[config.mk]
export PLATFORM = sky130hd
export DESIGN_NAME = ps2_ascii_decoder
export DESIGN_NICKNAME = d
export VERILOG_FILES = /design/src/rtl/ps2_ascii_decoder.sv
export SDC_FILE = /design/constraint.sdc
export NUM_CORES = 1
export LEC_CHECK = 0
export CAP_MARGIN = 20
export CORE_ASPECT_RATIO = 1.2
export CORE_UTILIZATION = 40
export CTS_CLUSTER_DIAMETER = 120
export DETAILED_ROUTE_END_ITERATION = 8
export DONT_BUFFER_PORTS = 1
export HOLD_SLACK_MARGIN = 0.05
export PLACE_DENSITY = 0.57
export RECOVER_POWER = 25
export REMOVE_ABC_BUFFERS = 1
export SLEW_MARGIN = 10
export SYNTH_ARGS = -nofsm -noshare
export SYNTH_HDL_FRONTEND = slang
export SYNTH_SLANG_ARGS = --single-unit
[constraint.sdc]
create_clock -name clk -period 5.6 [get_ports clk]
set_input_delay 0.28 -clock clk [delete_from_list [all_inputs] [get_ports clk]]
set_output_delay 0.28 -clock clk [all_outputs]
set_load 0.02 [all_outputs]
[src/rtl/ps2_ascii_decoder.sv]
// PS/2 set-2 keyboard front end: deserializes frames, tracks make/break/extended
// prefixes and translates letter, digit and space make codes to 7-bit ASCII.
module ps2_ascii_decoder #(
    parameter int TIMEOUT_CYCLES = 200_000
) (
    input  logic       clk,
    input  logic       rst,
    input  logic       ps2_clk,
    input  logic       ps2_data,
    output logic [6:0] ascii,
    output logic       ascii_valid,
    output logic       frame_err
);

    localparam int WDW = $clog2(TIMEOUT_CYCLES + 1);
    localparam logic [WDW-1:0] WD_LAST = WDW'(TIMEOUT_CYCLES - 1);

    typedef enum logic [1:0] {
        IDLE,
        BREAK,
        EXT,
        EXT_BREAK
    } state_t;

    logic           clk_s1, clk_s2, clk_s3;
    logic           data_s1, data_s2;
    logic           fall;
    logic [3:0]     bit_cnt;
    logic [7:0]     shift;
    logic           parity;
    logic [WDW-1:0] watchdog;
    logic           byte_ready;
    logic [7:0]     rx_byte;
    state_t         state;
    logic           map_hit;
    logic [6:0]     map_char;

    // Two-flop synchronizers plus one extra clock stage for falling-edge detection.
    always_ff @(posedge clk) begin
        if (rst) begin
            clk_s1  <= 1'b1;
            clk_s2  <= 1'b1;
            clk_s3  <= 1'b1;
            data_s1 <= 1'b1;
            data_s2 <= 1'b1;
        end else begin
            clk_s1  <= ps2_clk;
            clk_s2  <= clk_s1;
            clk_s3  <= clk_s2;
            data_s1 <= ps2_data;
            data_s2 <= data_s1;
        end
    end

    assign fall = clk_s3 & ~clk_s2;

    // Frame deserializer with watchdog; an edge in the expiry cycle takes priority.
    always_ff @(posedge clk) begin
        if (rst) begin
            bit_cnt    <= 4'd0;
            shift      <= 8'h00;
            parity     <= 1'b0;
            watchdog   <= '0;
            byte_ready <= 1'b0;
            rx_byte    <= 8'h00;
            frame_err  <= 1'b0;
        end else begin
            byte_ready <= 1'b0;
            frame_err  <= 1'b0;
            if (fall) begin
                watchdog <= '0;
                if (bit_cnt == 4'd0) begin
                    if (data_s2) begin
                        frame_err <= 1'b1;
                    end else begin
                        bit_cnt <= 4'd1;
                    end
                end else if (bit_cnt <= 4'd8) begin
                    shift   <= {data_s2, shift[7:1]};
                    bit_cnt <= bit_cnt + 4'd1;
                end else if (bit_cnt == 4'd9) begin
                    parity  <= data_s2;
                    bit_cnt <= 4'd10;
                end else begin
                    bit_cnt <= 4'd0;
                    if ((^{shift, parity}) && data_s2) begin
                        byte_ready <= 1'b1;
                        rx_byte    <= shift;
                    end else begin
                        frame_err <= 1'b1;
                    end
                end
            end else if (bit_cnt != 4'd0) begin
                if (watchdog == WD_LAST) begin
                    watchdog  <= '0;
                    bit_cnt   <= 4'd0;
                    frame_err <= 1'b1;
                end else begin
                    watchdog <= watchdog + 1'b1;
                end
            end else begin
                watchdog <= '0;
            end
        end
    end

    // Set-2 make code to uppercase ASCII lookup.
    always_comb begin
        map_hit  = 1'b1;
        map_char = 7'h00;
        case (rx_byte)
            8'h1C: map_char = 7'h41;
            8'h32: map_char = 7'h42;
            8'h21: map_char = 7'h43;
            8'h23: map_char = 7'h44;
            8'h24: map_char = 7'h45;
            8'h2B: map_char = 7'h46;
            8'h34: map_char = 7'h47;
            8'h33: map_char = 7'h48;
            8'h43: map_char = 7'h49;
            8'h3B: map_char = 7'h4A;
            8'h42: map_char = 7'h4B;
            8'h4B: map_char = 7'h4C;
            8'h3A: map_char = 7'h4D;
            8'h31: map_char = 7'h4E;
            8'h44: map_char = 7'h4F;
            8'h4D: map_char = 7'h50;
            8'h15: map_char = 7'h51;
            8'h2D: map_char = 7'h52;
            8'h1B: map_char = 7'h53;
            8'h2C: map_char = 7'h54;
            8'h3C: map_char = 7'h55;
            8'h2A: map_char = 7'h56;
            8'h1D: map_char = 7'h57;
            8'h22: map_char = 7'h58;
            8'h35: map_char = 7'h59;
            8'h1A: map_char = 7'h5A;
            8'h45: map_char = 7'h30;
            8'h16: map_char = 7'h31;
            8'h1E: map_char = 7'h32;
            8'h26: map_char = 7'h33;
            8'h25: map_char = 7'h34;
            8'h2E: map_char = 7'h35;
            8'h36: map_char = 7'h36;
            8'h3D: map_char = 7'h37;
            8'h3E: map_char = 7'h38;
            8'h46: map_char = 7'h39;
            8'h29: map_char = 7'h20;
            default: map_hit = 1'b0;
        endcase
    end

    // Prefix-tracking decode FSM; advances only on good bytes, so frame errors never touch it.
    always_ff @(posedge clk) begin
        if (rst) begin
            state       <= IDLE;
            ascii       <= 7'h00;
            ascii_valid <= 1'b0;
        end else begin
            ascii_valid <= 1'b0;
            if (byte_ready) begin
                case (state)
                    IDLE: begin
                        if (rx_byte == 8'hF0) begin
                            state <= BREAK;
                        end else if (rx_byte == 8'hE0) begin
                            state <= EXT;
                        end else if (map_hit) begin
                            ascii       <= map_char;
                            ascii_valid <= 1'b1;
                        end
                    end
                    EXT: begin
                        state <= (rx_byte == 8'hF0) ? EXT_BREAK : IDLE;
                    end
                    default: begin
                        state <= IDLE;
                    end
                endcase
            end
        end
    end

endmodule

==> summary.txt <==
Status
  – Status: complete, no violations

Routing
  – Drt drc: 0
  – Initial DRC count: 244
  – Vias: 2585
  – Drt total wl: 6.685 mm
  – Drt first pass iters: 4
  – Avg WL per Cell: 14.82 um
  – Via density per instance: 5.732
  – Antenna Nets Post-Route: 0

Worst setup path
  – Worst EP required: 5800 ps
  – Cell Chain, Critical Path: nor4bb_1, o211ai_1, o311ai_0, a2111oi_2, a41o_1, mux2_2
  – Critical-path top delay cell: dfxtp_1
  – CP max stage delay: 980 ps
  – Startpoint Class: register
  – Crit path kind: register to register
  – CP arrival: 3290 ps
  – CP max FO: 31
  – Critical path buffers and inverters: 0
  – Critical Path Sink Type: register
  – Crit-path leading delay family: compound AO/OA/AOI/OAI gates

STA
  – RSZ-0062 raised after global routing: false
  – Worst-Margin Slew: 982.2 ps
  – Final TNS setup: 0 ps
  – Final Setup Violations: 0
  – Slew HR: 34.43%
  – Fin crit period: 3086 ps
  – Fmax: 324.0 MHz
  – Final Hold Fails: 0
  – Clock skew: 12.56 ps
  – Final Max Slew Viols: 0
  – Tcrit/Tclk final: 55.11%

Logic synthesis
  – Cell Area, Synth: 0.003118 mm2
  – Register area share after synthesis: 35.96%
  – Number of distinct library cells after synthesis: 57
  – Synth Register Bits: 56
  – Top cell type's share of synthesized area: 35.96%
  – Ys async rst share: 0%
  – Area leader, netlist: dfxtp_1
  – Synth Area per Inst: 8.293 um2
  – Cells after Synth: 376
  – EDFF count, synth: 0
  – Most common flop cell mapped by yosys: dfxtp_1
  – Yosys warning count: 0
  – Synth area leaders: dfxtp_1 36%, nor2_1 7.2%, mux2i_1 6.1%

Die
  – Die area: 0.008153 mm2
  – Row count: 34
  – Die Ht: 98.72 um
  – Core region area: 0.007402 mm2
  – Top Ports: 13
  – Initial core utilization: 42.12%
  – Die W: 82.60 um

Global route
  – Congestion Overflow GR: 0
  – Pin count of the biggest net entering global routing: 32
  – Overall routing resource usage: 17.59%
  – Number of global-route vias before repair: 2295
  – First-pass GRT wire length: 11.18 mm
  – Initial antenna violation count: 0

CTS
  – H-tree depth: 2
  – CTS Buf Count: 5
  – CTS tree: done
  – Root Buffer: clkbuf_8
  – Worst-path clk slew: 100 ps
  – Worst-case clock buffer depth: 2
  – Setup Fix Bufs, Post-CTS: 0
  – Clock Latency Late Sink: 310 ps
  – Cts repair resizes: 0
  – Clock Sinks: 56

Cells and area
  – Fillers: 765
  – Fin util: 43.86%
  – Fin nets: 368
  – Layout cells sized above 1: 7.479%
  – Synth-to-layout area growth: 4.133%
  – FF+latch area: 0.001121 mm2
  – Diode count: 0
  – Combined area of the multi-input logic cells: 0.001853 mm2

Power and ir drop
  – Clock power share: 35.2%
  – Int Pwr: 493.7 uW
  – Max IR drop VDD: 0.0001203 V
  – Switching share of power: 22.60%
  – Lkg Pwr: 1.141 nW
  – Gate power share: 1.7%
  – PwrDens: 196.4 mW/mm2
  – Flop pwr share: 63.1%
  – Psw: 144.2 uW

Placement
  – Port bufs: 0
  – GP Congestion: 0.8704
  – Hpwl dp: 4.462 mm

Min path
  – Worst Hold Class: input port to register

Flow run
  – Max-cap check violation count: 0
==> stage by stage <==
stage / setup WS (ps) / hold slack, ps / cells / total power, mW / instance area, um2
after floorplan: 2963 / 349.1 / 351 / 0.4162 / 3019
after global placement: 2626 / 359.2 / 441 / 0.4173 / 3132
after detailed placement: 2552 / 359.7 / 441 / 0.4173 / 3132
after CTS: 2537 / 55.23 / 450 / 0.6463 / 3232
after global routing: 2210 / 53.94 / 451 / 0.6645 / 3247
final: 2514 / 65.24 / 451 / 0.6378 / 3247
==> cells in the mapped netlist (11+ instances only) <==
cell,instances
clkbuf_1,19
xor2_1,13
a21oi_1,13
nor2_1,60
dfxtp_1,56
mux2i_1,19
nand2_1,20
nand3_1,16
nor3_1,12
inv_1,12
nor4_1,11
xnor2_1,11
==> flip-flops by register name, indices dropped and copies added (netlist names) <==
signal	flops
rx_byte	8
ascii_valid	1
frame_err	1
clk_s2	1
clk_s1	1
parity	1
shift	8
state	2
data_s2	1
watchdog	18
data_s1	1
byte_ready	1
clk_s3	1
bit_cnt	4
ascii	7
==> power groups by stage <==
stage | clock [mW] | sequential (mW) | combinational (mW)
floorplan | 0 | 0.411 | 0.00482
global placement | 0 | 0.412 | 0.00550
detailed placement | 0 | 0.412 | 0.00554
CTS | 0.234 | 0.403 | 0.00955
global route | 0.250 | 0.403 | 0.0118
finish | 0.225 | 0.402 | 0.0106
==> worst register-to-register path: cells and delay by family, from the launching register on <==
family,cells,cell delay (ps)
flip-flops,1,980
AO/OA/AOI/OAI,4,1500
multiplexers,1,350
AND/OR/NAND/NOR,1,150
==> cells in the final DEF, fill, tap and decap left out, drive strengths merged, types with 5 or more instances in the layout <==
master,netlist,layout
nor2,60,60
dfxtp,56,56
nand2,20,20
mux2i,19,19
nand3,16,16
xor2,13,13
a21oi,13,13
inv,12,13
nor3,12,12
nor4,12,12
xnor2,11,11
o21ai,9,9
nand4,8,8
a31oi,7,7
or2,7,7
nand2b,6,6
nor2b,5,5
clkbuf,20,5
==> logic make-up (layout without fill, tap and decap cells) <==
kind of cell	count (synthesis)	in the layout	synth area share, %
AOI/OAI and AO/OA	57	57	13.24
xor gates and xnor gates	25	25	7.464
adders and majority gates	4	4	1.605
buffers and inverters	37	22	4.615
DFF	56	56	35.96
muxes	21	21	6.822
and+or+nand+nor	176	176	30.30
==> repair_timing <==
action / in CTS / in global routing
endpoints found under the hold margin: 31 / 0
hold buffers: 1 / 0
endpoints found under the setup margin: 0 / 0
==> layer usage <==
metal / vias up / track usage, % / share of wire, %
met5: - / 0 / 0
met4: 0 / 5.172 / 1.6
met3: 10 / 3.981 / 3.4
met2: 37 / 26.00 / 45
met1: 1224 / 25.30 / 50
li1: 1314 / - / -
==> cell type report <==
type	instances	share of cell area, %
Multi-Input combinational cell	283	57.07
Sequential cell	56	34.53
Tap cell	90	3.468
Clock buffer	5	2.119
Inverter	12	1.387
Timing Repair Buffer	2	0.7707
Clock inverter	3	0.6551
==> final timing paths <==
path / startpoint / to / slack (ps) / cells past startpoint
worst max-delay path: rx_byte[2] / ascii[2] / 2510 / 6
worst min-delay path: ps2_data / data_s1 / 70 / 1
worst max register to register: rx_byte[2] / ascii[2] / 2510 / 6
worst min register to register: data_s1 / data_s2 / 420 / 1
Power figures use the tool's default switching activity.
